--- config.mk ---
export PLATFORM = sky130hd
export DESIGN_NAME = dm_responder
export DESIGN_NICKNAME = d
export VERILOG_FILES = /design/src/rtl/dm_responder.sv
export SDC_FILE = /design/constraint.sdc
export NUM_CORES = 1
export LEC_CHECK = 0
export CORE_ASPECT_RATIO = 1.1
export CORE_MARGIN = 3
export CORE_UTILIZATION = 40
export DETAILED_ROUTE_END_ITERATION = 16
export GPL_TIMING_DRIVEN = 0
export PLACE_DENSITY = 0.52
export SYNTH_ARGS = -nofsm -noshare
export SYNTH_HDL_FRONTEND = slang
export SYNTH_SLANG_ARGS = --single-unit
--- constraint.sdc ---
create_clock -name clk -period 5.4 [get_ports clk]
set_input_delay 0.54 -clock clk [delete_from_list [all_inputs] [get_ports clk]]
set_output_delay 0.54 -clock clk [all_outputs]
set_load 0.005 [all_outputs]
--- src/rtl/dm_responder.sv ---
// Data-memory responder: single-cycle stores and loads with programmable latency over a REQ/ACK handshake.
// Optional `DM_BYTE_EN adds a per-byte store enable input 'be'.
module dm_responder #(
  parameter int AW  = 5,
  parameter int LAT = 2
) (
  input  logic          clk,
  input  logic          rst,
  input  logic          req,
  input  logic [AW-1:0] a,
  input  logic [31:0]   wd,
  input  logic          we,
  input  logic          re,
`ifdef DM_BYTE_EN
  input  logic [3:0]    be,
`endif
  output logic          ack,
  output logic          busy,
  output logic [31:0]   rd,
  output logic          rvalid,
  output logic          wdone
);

  generate
    if (LAT < 1 || LAT > 8) begin : g_bad_lat
      $error("dm_responder: LAT must be within 1..8");
    end
  endgenerate

  localparam logic [2:0] CntInit = 3'((LAT >= 2) ? (LAT - 2) : 0);

  typedef enum logic [1:0] {IDLE, WAIT, RESP} stateT;

  stateT       state;
  stateT       nextState;
  logic [31:0] mem [2**AW];
  logic [31:0] loadBuf;
  logic [2:0]  latCnt;
  logic        accStore;
  logic        accLoad;

  assign busy     = (state != IDLE);
  assign ack      = req & ~busy;
  assign rvalid   = (state == RESP);
  assign accStore = ack & we;
  assign accLoad  = ack & re & ~we;

  always_comb begin
    nextState = state;
    case (state)
      IDLE:    if (accLoad) nextState = (LAT == 1) ? RESP : WAIT;
      WAIT:    if (latCnt == 3'd0) nextState = RESP;
      RESP:    nextState = IDLE;
      default: nextState = IDLE;
    endcase
  end

  // rd is loaded on the edge entering RESP so it is already valid while rvalid is high
  always_ff @(posedge clk or posedge rst) begin
    if (rst) begin
      state   <= IDLE;
      latCnt  <= 3'd0;
      loadBuf <= 32'd0;
      rd      <= 32'd0;
      wdone   <= 1'b0;
    end else begin
      state <= nextState;
      wdone <= accStore;
      if (accLoad) begin
        loadBuf <= mem[a];
        latCnt  <= CntInit;
      end else if (state == WAIT && latCnt != 3'd0) begin
        latCnt <= latCnt - 3'd1;
      end
      if (nextState == RESP)
        rd <= (state == IDLE) ? mem[a] : loadBuf;
    end
  end

  // Memory has no reset so contents survive rst
  always_ff @(posedge clk) begin
    if (accStore) begin
`ifdef DM_BYTE_EN
      for (int i = 0; i < 4; i++)
        if (be[i]) mem[a][8*i +: 8] <= wd[8*i +: 8];
`else
      mem[a] <= wd;
`endif
    end
  end

endmodule

Word-level counts from Yosys, hierarchy flattened
Memories as Yosys holds them, arrays and structs flattened.
Index checks and enable logic that the tools add are counted.
{ "totals": {"regBits": 70, "latch_bits": 0, "mem_bits_rw": 1024, "romBits": 0, "input_bits": 42, "output_inout_bits": 36, "mem_count": 1} }
{ "mem_list": {"columns": ["name", "words", "width", "read_ports", "rd_clocked_by_memory_dff", "wr", "line_no", "rtl"], "rows": [
  ["mem", 32, 32, 1, 0, 1, "36", "logic [31:0] mem [2**AW];"]
]} }
{ "classes": {"addsub": 1, "multipliers": 0, "n_div": 0, "order_cmp": 0, "eq_ne": 3, "shifts": 0, "n_mux": 8, "n_bitwise": 6, "reduce_logical": 6} }
{ "ops": {"columns": ["operator", "count"], "rows": [
  ["two-way mux 32 bit", 1],
  ["two-way mux 3 bit", 2],
  ["bitwise AND 1 bit", 4],
  ["== test 2 bit, second input constant", 2],
  ["two-way mux 2 bit", 2],
  ["case mux 2 bit (2 select lines)", 1],
  ["nonzero test 2 bit", 2],
  ["logical NOT 3 bit", 1],
  ["nonzero test 3 bit", 1],
  ["subtractor 3 x 1 -> 3 bit, second input constant", 1],
  ["== test 2 x 1 -> 1 bit, second input constant", 1],
  ["logical NOT 2 bit", 1],
  ["two-way mux 1 bit", 2],
  ["NOT 1 bit", 2],
  ["logical AND 1 bit", 1]
]} }

Depth between registers and ports, before layout
Gate-level depths: netlist of the first run.
{ "depth": {"depth_word": 8, "depth_mapped": 8} }

Worst setup path after synthesis of the first run
Ideal clock, no wire load.
{ "synth_path": {"path_type": "input to register", "startpoint": "input req", "endpoint": "memory mem[24][0], enable pin", "setup_time_ps": 461, "t_arrival_ps": 3823, "slack_ps": 1116, "stages": 6, "path_cell_list": "nor3b_2 and2_1 buf_2 or3b_2 clkbuf_1 nor3_1"} }
{ "synth_between": {"elab_chain_cells": 4} }
{ "synth_rtl": {"columns": ["element", "line_no", "rtl"], "rows": [
  ["from (decl)", "9", "input logic req,"],
  ["bitwise AND 1 bit", "43", "assign ack = req & ~busy;"],
  ["bitwise AND 1 bit", "45", "assign accStore = ack & we;"],
  ["net accStore", "39", "logic accStore;"],
  ["two-way mux 1 bit", "82", "if (accStore) begin"],
  ["two-way mux 1 bit (implied by the code)", "87", "mem[a] <= wd;"],
  ["to (decl)", "36", null]
]} }
The timed path passes the listed nets, and every way through them passes these cells.

Worst setup path after layout of the first run
{ "layout_path": {"startpoint": "register state[1]", "endpoint": "memory mem[24][7], enable pin"} }
{ "layout_between": {"elab_chain_cells": 6} }
{ "layout_rtl": {"columns": ["element", "line_no", "rtl"], "rows": [
  ["from (decl)", "34", "stateT state;"],
  ["from (signal assigned)", "67", "state <= nextState;"],
  ["nonzero test 2 bit", "42", "assign busy = (state != IDLE);"],
  ["NOT 1 bit", "43", null],
  ["bitwise AND 1 bit", "43", null],
  ["bitwise AND 1 bit", "45", null],
  ["net accStore", "39", null],
  ["two-way mux 1 bit", "82", null],
  ["two-way mux 1 bit (implied by the code)", "87", null]
]} }
The timed path passes the listed nets, and every way through them passes these cells.

==> out/metrics.csv, run 1 <==
stage,metric,value,unit
layout,Layout area overhead,17.2,%
power_and_ir_drop,Switching Share,22.7,%
timing,TNS Setup,0,ns
placement,GP Congestion,0.802,
setup_path,reg-to-reg endpoint,mem[24][7]$_DFFE_PP_,
clocking,Post-CTS Hold Buffers,0,
timing,Slew Limit Fails,0,
power_and_ir_drop,sw power,4.25,mW
timing,RSZ-0062 raised after global routing,no,
die,die width,313,um
detailed_routing,drt initial violations,2229,
synthesis,Netlist cell types,37,
power_and_ir_drop,Gate power share,7.9,%
power_and_ir_drop,clock power share,39.5,%
layout,"most common cell after layout, fill and taps aside",edfxtp_1,
synthesis,Post-Synth XOR/XNOR Area,0.0421,%
setup_path,Critical R2R Launch,state[1]$_DFF_PP0_,
detailed_routing,DR vias/cell,5.59,
detailed_routing,Post-route DRC,0,
timing,final number of hold-violating endpoints,0,
synthesis,post-synthesis compound-gate area fraction,4.37,%
setup_path,Critical Path Source Type,flip-flop,
layout,nets,2524,
setup_path,endpoint class of the critical path,flip-flop,
setup_path,crit path DAT,4.11,ns
outcome,status,completed,
timing,slew margin rel.,19.8,%
placement,Post-DP HPWL,81.4,mm
power_and_ir_drop,worst vdd ir,0.235,mV
setup_path,critical path peak fanout,9,
power_and_ir_drop,Static Leak,16.7,nW
synthesis,synthesized area per cell,18.5,um2
layout,"commonest non-fill, non-tap cells in the layout","edfxtp_1, mux2i_1, o22ai_1, clkbuf_16, clkdlybuf4s50_1",
clocking,Max H-tree Level,3,
global_route,initial antenna violation count,3,
die,core footprint,0.103,mm2
global_route,gr usage total,22.5,%
synthesis,Synth Register Bits,1094,
die,die area,0.108,mm2
synthesis,net count after synthesis,2288,
detailed_routing,DR vias,22116,
clocking,Resized cells post-CTS,0,
timing,clock skew,0.0295,ns
detailed_routing,DRT Pass-1 Iters,5,
global_route,largest net degree at the start of global routing,40,
synthesis,post-synthesis simple-gate area fraction,2.35,%
layout,share of cells above drive strength 1,14.4,%
detailed_routing,wire per inst,30.8,um
run,max_cap viols,0,
layout,post-layout util,47.4,%
layout,fillers,8582,
clocking,total CTS buffers,110,
placement,Port-buffer cells,75,
global_route,vias in the first global route,22508,
synthesis,post-synthesis mux area share,13.2,%
setup_path,CP Class,reg2reg,
synthesis,register area share after synthesis,78.2,%
power_and_ir_drop,sequential power share,52.5,%
power_and_ir_drop,Cell Pwr Density,385,mW/mm2
timing,# setup viols final,0,
global_route,total gr overflow,0,
setup_path,Reg2Reg Setup Slack,1.67,ns
die,io pins,78,
die,Initial Util,40.5,%
synthesis,post-synthesis cell area,0.0416,mm2
timing,period utilization,69.2,%
synthesis,largest family of logic cells by synthesized area,multiplexers,
clocking,CTS tree,built,
min_path,worst min path class,in2async,
clocking,clock buffer depth,3,
global_route,first-pass GRT wire length,169,mm
synthesis,synth warn,0,
detailed_routing,Final ANT Viol Nets,0,
clocking,"CTS clk-pin slew, worst paths",0.06,ns
die,Std-Cell Rows,123,
timing,f_max,268,MHz
clocking,insertion delay to the later sink of the worst-skew pair,0.70,ns
clocking,CTS root buf,clkbuf_16,
setup_path,cell count of the worst reg-to-reg path,8,
clocking,Clock Sinks,1094,
setup_path,CP Data Required Time,5.78,ns
die,Die Ht,344,um
timing,minimum clock period,3.73,ns
timing,Worst Tran Pin Value,1.20,ns
power_and_ir_drop,Internal,14.5,mW
detailed_routing,final wirelength,122,mm
synthesis,Synth Area in Adders,0.0602,%
clocking,post-CTS setup buffers,0,
synthesis,Syn Inst Count,2244,
cells by family after synthesis:
family | Yosys count
adder cells (fa/ha/maj) | 2
flip-flops | 1094
multiplexers | 544
buffers and inverters | 142
AO/OA/AOI/OAI | 289
AND/OR/NAND/NOR | 171
XOR/XNOR | 2
critical path, stage by stage, from the launching register on:
cell and delay (ns):
dfrtp_1 0.41, nor3b_2 0.51, and2_1 0.21, buf_2 0.20, or3b_2 0.45, clkbuf_1 0.41, nor3_2 0.75, buf_6 0.28
buf_6 0.19
power groups by stage:
stage / registers [mW] / logic [mW] / clock network (mW)
detailed placement: 10.0 / 1.49 / 0
global route: 9.87 / 1.59 / 7.86
finish: 9.84 / 1.48 / 7.41
floorplan: 9.89 / 0.706 / 0
CTS: 9.85 / 1.50 / 7.53
global placement: 10.0 / 1.43 / 0
state kept, by name (all words and copies together), names as in the netlist:
signal   count
rd          32
wdone        1
state        2
mem       1024
latCnt       3
loadBuf     32
worst max-delay path by stage:
stage,from,to,depth (start not counted)
floorplan,req,mem[24][0]$_DFFE_PP_,6
global placement,req,mem[24][7]$_DFFE_PP_,7
detailed placement,req,mem[24][7]$_DFFE_PP_,9
CTS,state[1]$_DFF_PP0_,mem[24][6]$_DFFE_PP_,8
global route,state[1]$_DFF_PP0_,mem[24][5]$_DFFE_PP_,8
finish,state[1]$_DFF_PP0_,mem[24][7]$_DFFE_PP_,8
cell type report:
type | instances | area (um2) | area share [%]
Sequential cell | 1094 | 32500 | 66.7
Multi-Input combinational cell | 1008 | 8550 | 17.6
Clock buffer | 139 | 2930 | 6.02
Tap cell | 1375 | 1720 | 3.53
Timing Repair Buffer | 124 | 1650 | 3.39
Buffer | 139 | 732 | 1.50
Clock inverter | 70 | 599 | 1.23
Inverter | 3 | 13.8 | 0.0283
Antenna cell | 1 | 2.50 | 0.00514
per-layer routing:
layer / global-route usage, % / wire length (um) / vias to the layer above
li1: - / - / 9570
met1: 29.5 / 49800 / 11539
met2: 38.9 / 60900 / 824
met3: 3.79 / 8160 / 183
met4: 6.10 / 3060 / 0
met5: 0 / 0 / -
per-stage QoR:
stage / setup slack (ns) / area [um2] / hold slack, ns / cells / total power [mW]
floorplan: 1.12 / 41600 / 0.480 / 2244 / 10.6
global placement: -3.30 / 44000 / 0.493 / 3694 / 11.5
detailed placement: 1.04 / 45200 / 0.496 / 3743 / 11.5
CTS: 1.58 / 48700 / 0.234 / 3952 / 18.9
global route: 1.55 / 48700 / 0.267 / 3952 / 19.3
finish: 1.67 / 48700 / 0.260 / 3953 / 18.7
cells in the mapped netlist, drive strengths merged:
library cell,n,share of area (%)
clkbuf,49,0.44
buf,90,1.3
nand2,2,0.018
mux2i,512,12
xor2,1,0.021
a211oi,1,0.018
nand2b,1,0.015
or3b,3,0.063
nand4,1,0.015
mux2,32,0.87
nor3b,1,0.030
nor3,4,0.048
edfxtp,1024,74
nor2,64,0.58
or3,1,0.015
o22ai,256,3.9
a31oi,32,0.48
or2,2,0.030
nand4bb,6,0.16
or4b,4,0.11
dfrtp,70,4.2
nand3,3,0.036
ha,2,0.060
inv,3,0.027
and2,2,0.030
and3b,1,0.021
nand3b,4,0.072
nor4,64,0.96
nand4b,4,0.084
nor2b,3,0.045
xnor2,1,0.021
or4,1,0.018
Power figures use the tool's default switching activity.
==> run 2: changes to the inputs <==
--- a/config.mk
+++ b/config.mk
@@ -10,7 +10,7 @@
 export CORE_UTILIZATION = 40
 export DETAILED_ROUTE_END_ITERATION = 16
 export GPL_TIMING_DRIVEN = 0
-export PLACE_DENSITY = 0.52
+export PLACE_DENSITY = 0.54
 export SYNTH_ARGS = -nofsm -noshare
 export SYNTH_HDL_FRONTEND = slang
 export SYNTH_SLANG_ARGS = --single-unit
==> constraint.sdc (replaced) <==
create_clock -name clk -period 3.2 [get_ports clk]
set_input_delay 0.32 -clock clk [delete_from_list [all_inputs] [get_ports clk]]
set_output_delay 0.32 -clock clk [all_outputs]
set_load 0.005 [all_outputs]
==> out/metrics.csv, run 2 (synthesis gave the netlist of run 1 again) <==
stage,metric,value,unit,change
setup_path,CP Class,in2reg,,
layout,post-layout util,48.2,%,+0.71 points
die,Std-Cell Rows,123,,unchanged
timing,Worst Tran Pin Value,1.32,ns,+0.118 ns
placement,GP Congestion,0.809,,+0.86%
power_and_ir_drop,Cell Pwr Density,640,mW/mm2,+66%
layout,fillers,8476,,-1.2%
setup_path,crit path cell chain,clkdlybuf4s50_1 -> buf_2 -> nand4bb_1 -> clkbuf_1 -> clkbuf_1 -> o22ai_1 -> nor4_1 -> a31oi_1,,
clocking,Post-CTS Hold Buffers,0,,unchanged
die,core footprint,0.103,mm2,unchanged
placement,Post-DP HPWL,81.1,mm,-0.38%
clocking,CTS tree,built,,
layout,"most common cell after layout, fill and taps aside",edfxtp_1,,
timing,minimum clock period,3.22,ns,
global_route,met1 usage,29.7,%,+0.23 points
timing,period utilization,101,%,
detailed_routing,wire per inst,30.7,um,-0.37%
clocking,total CTS buffers,108,,-1.8%
global_route,first-pass GRT wire length,171,mm,+0.72%
detailed_routing,drt initial violations,2546,,+14%
layout,nets,2570,,+1.8%
run,max_cap viols,0,,unchanged
detailed_routing,DR vias/cell,5.69,,+1.7%
outcome,status,finished with violations,,
detailed_routing,DRT Pass-1 Iters,5,,unchanged
detailed_routing,Final ANT Viol Nets,0,,unchanged
die,Die Ht,344,um,unchanged
timing,Slew Limit Fails,0,,unchanged
timing,final number of hold-violating endpoints,0,,unchanged
clocking,Max H-tree Level,3,,unchanged
setup_path,crit path DAT,3.72,ns,-0.39 ns
setup_path,Critical R2R Launch,state[1]$_DFF_PP0_,,
die,die area,0.108,mm2,unchanged
setup_path,endpoint class of the critical path,flip-flop,,
outcome,failing checks,negative setup slack,,
global_route,gr usage total,22.6,%,+0.14 points
setup_path,reg-to-reg endpoint,mem[26][8]$_DFFE_PP_,,
setup_path,"most used cell, CP",clkbuf_1,,
layout,Largest register FFs,1024,,unchanged
timing,final worst-path setup slack,-0.0167,ns,-1.68 ns
setup_path,CP Data Required Time,3.70,ns,-2.08 ns
placement,Port-buffer cells,75,,unchanged
min_path,worst min path class,in2async,,
detailed_routing,final wirelength,123,mm,+0.73%
setup_path,critical path peak fanout,10,,+1
placement,Post-Place Worst Slack,-0.767,ns,-1.81 ns
timing,# setup viols final,1,,+1
die,die width,313,um,unchanged
layout,Layout area overhead,18.9,%,
timing,slew margin rel.,11.7,%,-8.1 points
die,Initial Util,40.5,%,unchanged
detailed_routing,Post-route DRC,0,,unchanged
global_route,initial antenna violation count,2,,-1
setup_path,CP max stage cell,nor4_1,,
setup_path,Critical Path Source Type,primary input,,
layout,largest register by flop count,mem,,
power_and_ir_drop,Static Leak,17.1,nW,+2.2%
die,io pins,78,,unchanged
clocking,"CTS clk-pin slew, worst paths",0.06,ns,about the same
global_route,met2 usage in global routing,37.7,%,-1.2 points
clocking,CTS root buf,clkbuf_16,,
power_and_ir_drop,worst vdd ir,0.415,mV,+77%
clocking,clock buffer depth,3,,unchanged
clocking,Clock Sinks,1094,,unchanged
layout,FF/Latch Area,0.0325,mm2,unchanged
layout,multi-input logic area,0.00858,mm2,+0.29%
timing,clock skew,0.0406,ns,+0.0110 ns
global_route,GR met3 Demand/Resource,4.28,%,+0.49 points
global_route,largest net degree at the start of global routing,39,,-2.5%
setup_path,Buf/Inv on CP,4,,unchanged
layout,Largest regs,"mem (1024), loadBuf (32), rd (32)",,
setup_path,cell count of the worst reg-to-reg path,7,,-1
global_route,grt peak-use layer,met2,,
layout,"commonest non-fill, non-tap cells in the layout","edfxtp_1, mux2i_1, o22ai_1, clkbuf_16, clkbuf_1",,
global_route,vias in the first global route,22761,,+1.1%
timing,RSZ-0062 raised after global routing,no,,
setup_path,Reg2Reg Setup Slack,0.26,ns,-1.41 ns
setup_path,"slowest stage delay, CP",0.80,ns,+0.05 ns
detailed_routing,DR vias,22734,,+2.8%
layout,share of cells above drive strength 1,16.1,%,+1.7 points
global_route,total gr overflow,0,,unchanged
setup_path,"CP delay by family, top",buffers and inverters,,
clocking,insertion delay to the later sink of the worst-skew pair,0.70,ns,about the same
timing,f_max,311,MHz,
-- run 2: changes by cell type in the layout (fill, tap and decap cells not counted), sizes merged --
cell,change
buf,+49
clkinv,-27
clkbuf,+24
bufinv,-2
clkdlybuf4s15,+1
clkinvlp,-1
-- run 2: metal layers --
metal,routed length [um],part of all wire (%)
met1,49100,40
met2,59500,48
met3,9800,8.0
met4,4450,3.6
met5,0,0
-- run 2: where the power goes --
part           internal (mW)  switching [mW]
registers               16.2           0.443
logic                   1.15            1.38
clock network           7.20            5.29
total                   24.5            7.10
-- run 2: what timing repair did --
item,in CTS,in global routing
pin swaps,30,0
gates cloned,0,0
buffers inserted,59,0
resized for setup,2,10
endpoints found under the setup margin,615,27
endpoints found under the hold margin,0,0
-- run 2: worst max path at each step --
stage | from | endpoint | depth (start not counted)
finish | a[4] | loadBuf[13]$_DFFE_PP0P_ | 8
global route | a[4] | loadBuf[13]$_DFFE_PP0P_ | 8
CTS | state[1]$_DFF_PP0_ | loadBuf[14]$_DFFE_PP0P_ | 6
detailed placement | a[1] | mem[22][8]$_DFFE_PP_ | 7
global placement | a[1] | mem[31][6]$_DFFE_PP_ | 6
floorplan | state[1]$_DFF_PP0_ | mem[28][0]$_DFFE_PP_ | 6
-- run 2: stage by stage --
stage | instances | hold WS (ns) | cell area [um2] | power, mW | setup TNS [ns]
2_1_floorplan | 2244 | 0.419 | 41600 | 17.9 | -23.05
3_3_place_gp | 3694 | 0.491 | 44100 | 19.3 | -2600.28
3_5_place_dp | 3733 | 0.493 | 45100 | 19.4 | -476.23
4_1_cts | 3997 | 0.0175 | 49400 | 31.8 | 0
5_1_grt | 3997 | 0.0403 | 49400 | 32.6 | 0
6_report | 3997 | 0.0137 | 49400 | 31.6 | -0.0167
-- run 2: final cells by class --
class	count	area share, %
Clock buffer	165	6.31
Buffer	138	1.50
Sequential cell	1094	65.7
Timing Repair Buffer	173	4.81
Inverter	3	0.0278
Antenna cell	1	0.00506
Multi-Input combinational cell	1008	17.3
Clock inverter	40	0.767
Tap cell	1375	3.48
==> run 3: changes to the inputs <==
--- a/config.mk
+++ b/config.mk
@@ -11,6 +11,7 @@
 export DETAILED_ROUTE_END_ITERATION = 16
 export GPL_TIMING_DRIVEN = 0
 export PLACE_DENSITY = 0.54
+export SETUP_SLACK_MARGIN = 0.02
 export SYNTH_ARGS = -nofsm -noshare
 export SYNTH_HDL_FRONTEND = slang
 export SYNTH_SLANG_ARGS = --single-unit
==> constraint.sdc (replaced) <==
create_clock -name clk -period 3.2 [get_ports clk]
set_input_delay 0.48 -clock clk [delete_from_list [all_inputs] [get_ports clk]]
set_output_delay 0.48 -clock clk [all_outputs]
set_load 0.005 [all_outputs]
==> out/metrics.csv, run 3 (synthesis gave the netlist of run 1 again) <==
stage,metric,value,unit,change
outcome,status,finished with violations,,
outcome,failing checks,negative setup slack,,
global_route,vias in the first global route,22747,,-0.062%
global_route,gr usage total,21.8,%,-0.81 points
die,Std-Cell Rows,123,,unchanged
detailed_routing,Post-route DRC,0,,unchanged
clocking,CTS root buf,clkbuf_16,,
layout,fillers,8474,,-0.024%
die,die width,313,um,unchanged
timing,# setup viols final,2,,+1
power_and_ir_drop,Gate power share,7.8,%,-0.2 points
die,Die Ht,344,um,unchanged
detailed_routing,final wirelength,119,mm,-2.8%
setup_path,Critical Path Source Type,primary input,,
setup_path,CP Class,in2reg,,
layout,FF/Latch Area,0.0325,mm2,unchanged
placement,area post-placement,0.0451,mm2,about the same
min_path,worst min path class,in2async,,
placement,Port-buffer cells,75,,unchanged
setup_path,CP max stage cell,clkdlybuf4s15_1,,
detailed_routing,DR vias/cell,5.71,,+0.37%
layout,multi-input logic area,0.00862,mm2,+0.51%
timing,final number of hold-violating endpoints,0,,unchanged
clocking,"CTS clk-pin slew, worst paths",0.06,ns,about the same
detailed_routing,DRT Pass-1 Iters,6,,+1
placement,GP Congestion,0.832,,+2.9%
setup_path,critical path peak fanout,10,,unchanged
global_route,total gr overflow,0,,unchanged
clocking,insertion delay to the later sink of the worst-skew pair,0.69,ns,about the same
die,io pins,78,,unchanged
power_and_ir_drop,Cell Pwr Density,651,mW/mm2,+1.7%
detailed_routing,WL met1,47.0,mm,-4.2%
timing,f_max,310,MHz,-0.35%
global_route,first-pass GRT wire length,165,mm,-3.1%
layout,largest register by flop count,mem,,
timing,Slew Limit Fails,0,,unchanged
die,die area,0.108,mm2,unchanged
layout,Largest regs,"mem (1024), loadBuf (32), rd (32)",,
layout,nets,2559,,-0.43%
detailed_routing,Max Used Layer,met5,,
clocking,Post-CTS Hold Buffers,0,,unchanged
detailed_routing,routed wl met3,8.56,mm,-13%
timing,Worst Tran Pin Value,1.29,ns,-0.0314 ns
power_and_ir_drop,Switching Share,21.9,%,-0.56 points
layout,share of cells above drive strength 1,16.8,%,+0.70 points
setup_path,crit path cell chain,clkdlybuf4s50_1 -> buf_6 -> nand4bb_1 -> clkbuf_1 -> clkdlybuf4s15_1 -> o22ai_1 -> nor4_1 -> a31oi_1,,
detailed_routing,met2 wire length,59.4,mm,-0.18%
run,max_cap viols,0,,unchanged
setup_path,CP Data Required Time,3.70,ns,about the same
setup_path,Buf/Inv on CP,4,,unchanged
layout,Largest register FFs,1024,,unchanged
timing,minimum clock period,3.23,ns,+0.0112 ns
clocking,Max H-tree Level,3,,unchanged
setup_path,"slowest stage delay, CP",0.82,ns,+0.02 ns
die,core footprint,0.103,mm2,unchanged
clocking,clock buffer depth,3,,unchanged
clocking,CTS tree,built,,
setup_path,crit path DAT,3.73,ns,about the same
timing,period utilization,101,%,+0.35 points
power_and_ir_drop,Static Leak,17.2,nW,+0.33%
timing,slew margin rel.,13.8,%,+2.1 points
setup_path,"CP delay by family, top",buffers and inverters,,
power_and_ir_drop,sequential power share,51.4,%,-1.2 points
detailed_routing,Final ANT Viol Nets,0,,unchanged
clocking,total CTS buffers,105,,-2.8%
placement,Post-DP HPWL,80.5,mm,-0.84%
timing,final worst-path setup slack,-0.0279,ns,-0.0112 ns
power_and_ir_drop,worst vdd ir,0.383,mV,-7.7%
power_and_ir_drop,sw power,7.07,mW,-0.49%
setup_path,endpoint class of the critical path,flip-flop,,
layout,Layout area overhead,19.3,%,
layout,"most common cell after layout, fill and taps aside",edfxtp_1,,
clocking,Clock Sinks,1094,,unchanged
detailed_routing,DR vias,22738,,+0.018%
power_and_ir_drop,clock power share,40.8,%,+1.3 points
global_route,initial antenna violation count,6,,+4
detailed_routing,drt initial violations,2356,,-7.5%
timing,clock skew,0.0216,ns,-0.0190 ns
global_route,largest net degree at the start of global routing,50,,+28%
timing,RSZ-0062 raised after global routing,no,,
layout,final instance area,0.0496,mm2,+0.30%
timing,TNS Setup,-0.0289,ns,-0.0122 ns
die,Initial Util,40.5,%,unchanged
detailed_routing,wire per inst,30.0,um,-2.5%
power_and_ir_drop,Internal,25.2,mW,+2.8%
layout,"commonest non-fill, non-tap cells in the layout","edfxtp_1, mux2i_1, o22ai_1, clkbuf_16, clkdlybuf4s50_1",,
## run 3: changes by cell type in the layout (fill, tap and decap cells not counted), moves of 4 or more
| cell | previous run | this run |
|---|---|---|
| buf_12 | 53 | 46 |
| bufinv_16 | 6 | 19 |
| clkbuf_1 | 82 | 59 |
| clkbuf_16 | 111 | 107 |
| clkbuf_8 | 14 | 8 |
| clkinv_2 | 19 | 24 |
| clkinvlp_4 | 2 | 8 |
| nor4_1 | 64 | 57 |
| nor4_2 | 0 | 7 |
## run 3: per-stage QoR
step / hold slack, ns / worst slack [ns] / util, % / total power [mW] / instances
floorplan: 0.480 / -0.189 / - / 17.9 / 2244
global placement: 0.491 / -2.90 / 42.9 / 19.3 / 3694
detailed placement: 0.497 / -0.956 / 44.0 / 19.4 / 3733
CTS: 0.147 / 0.0233 / 48.0 / 32.5 / 3960
global route: 0.175 / 0.0150 / 48.3 / 33.2 / 3983
finish: 0.160 / -0.0279 / 48.3 / 32.3 / 3983
## run 3: layer usage
layer / up-vias / global-route usage, %
met4: 4 / 8.09
met5: - / 0
met3: 234 / 3.17
met2: 1049 / 37.6
met1: 11821 / 28.1
li1: 9630 / -
## run 3: final timing paths
kind | startpoint | end | slack, ns | cells after the start
max in group asynchronous | rst | rd[14]$_DFFE_PP0N_ | 2.35 | 3
max | a[2] | loadBuf[23]$_DFFE_PP0P_ | -0.03 | 8
min in group clk | rd[19]$_DFFE_PP0N_ | rd[19]$_DFFE_PP0N_ | 0.51 | 1
min | rst | rd[21]$_DFFE_PP0N_ | 0.16 | 2
min reg2reg | rd[19]$_DFFE_PP0N_ | rd[19]$_DFFE_PP0N_ | 0.51 | 1
max reg2reg | state[1]$_DFF_PP0_ | mem[24][28]$_DFFE_PP_ | 0.07 | 8
## run 3: area by class of cell
class	count	share of cell area (%)
clock inverters	65	1.73
plain buffers	139	1.51
well taps	1375	3.47
clock buffers	134	5.77
diodes	1	0.00505
inverters	3	0.0278
multi-input cells	1008	17.4
repair buffers	164	4.55
flip-flops and latches	1094	65.6
## run 3: power by group through the flow
stage	logic [mW]	registers (mW)	clock network [mW]
after floorplan	1.19	16.7	0
after global placement	2.40	16.9	0
after detailed placement	2.50	16.9	0
after CTS	2.52	16.6	13.4
after global routing	2.68	16.6	13.9
final	2.51	16.6	13.2
## run 3: what timing repair did
action	4_1_cts	5_1_grt
buffers inserted	28	22
cloned	0	0
setup endpoints to repair	318	254
gates resized for setup	6	17
pin swaps	17	11
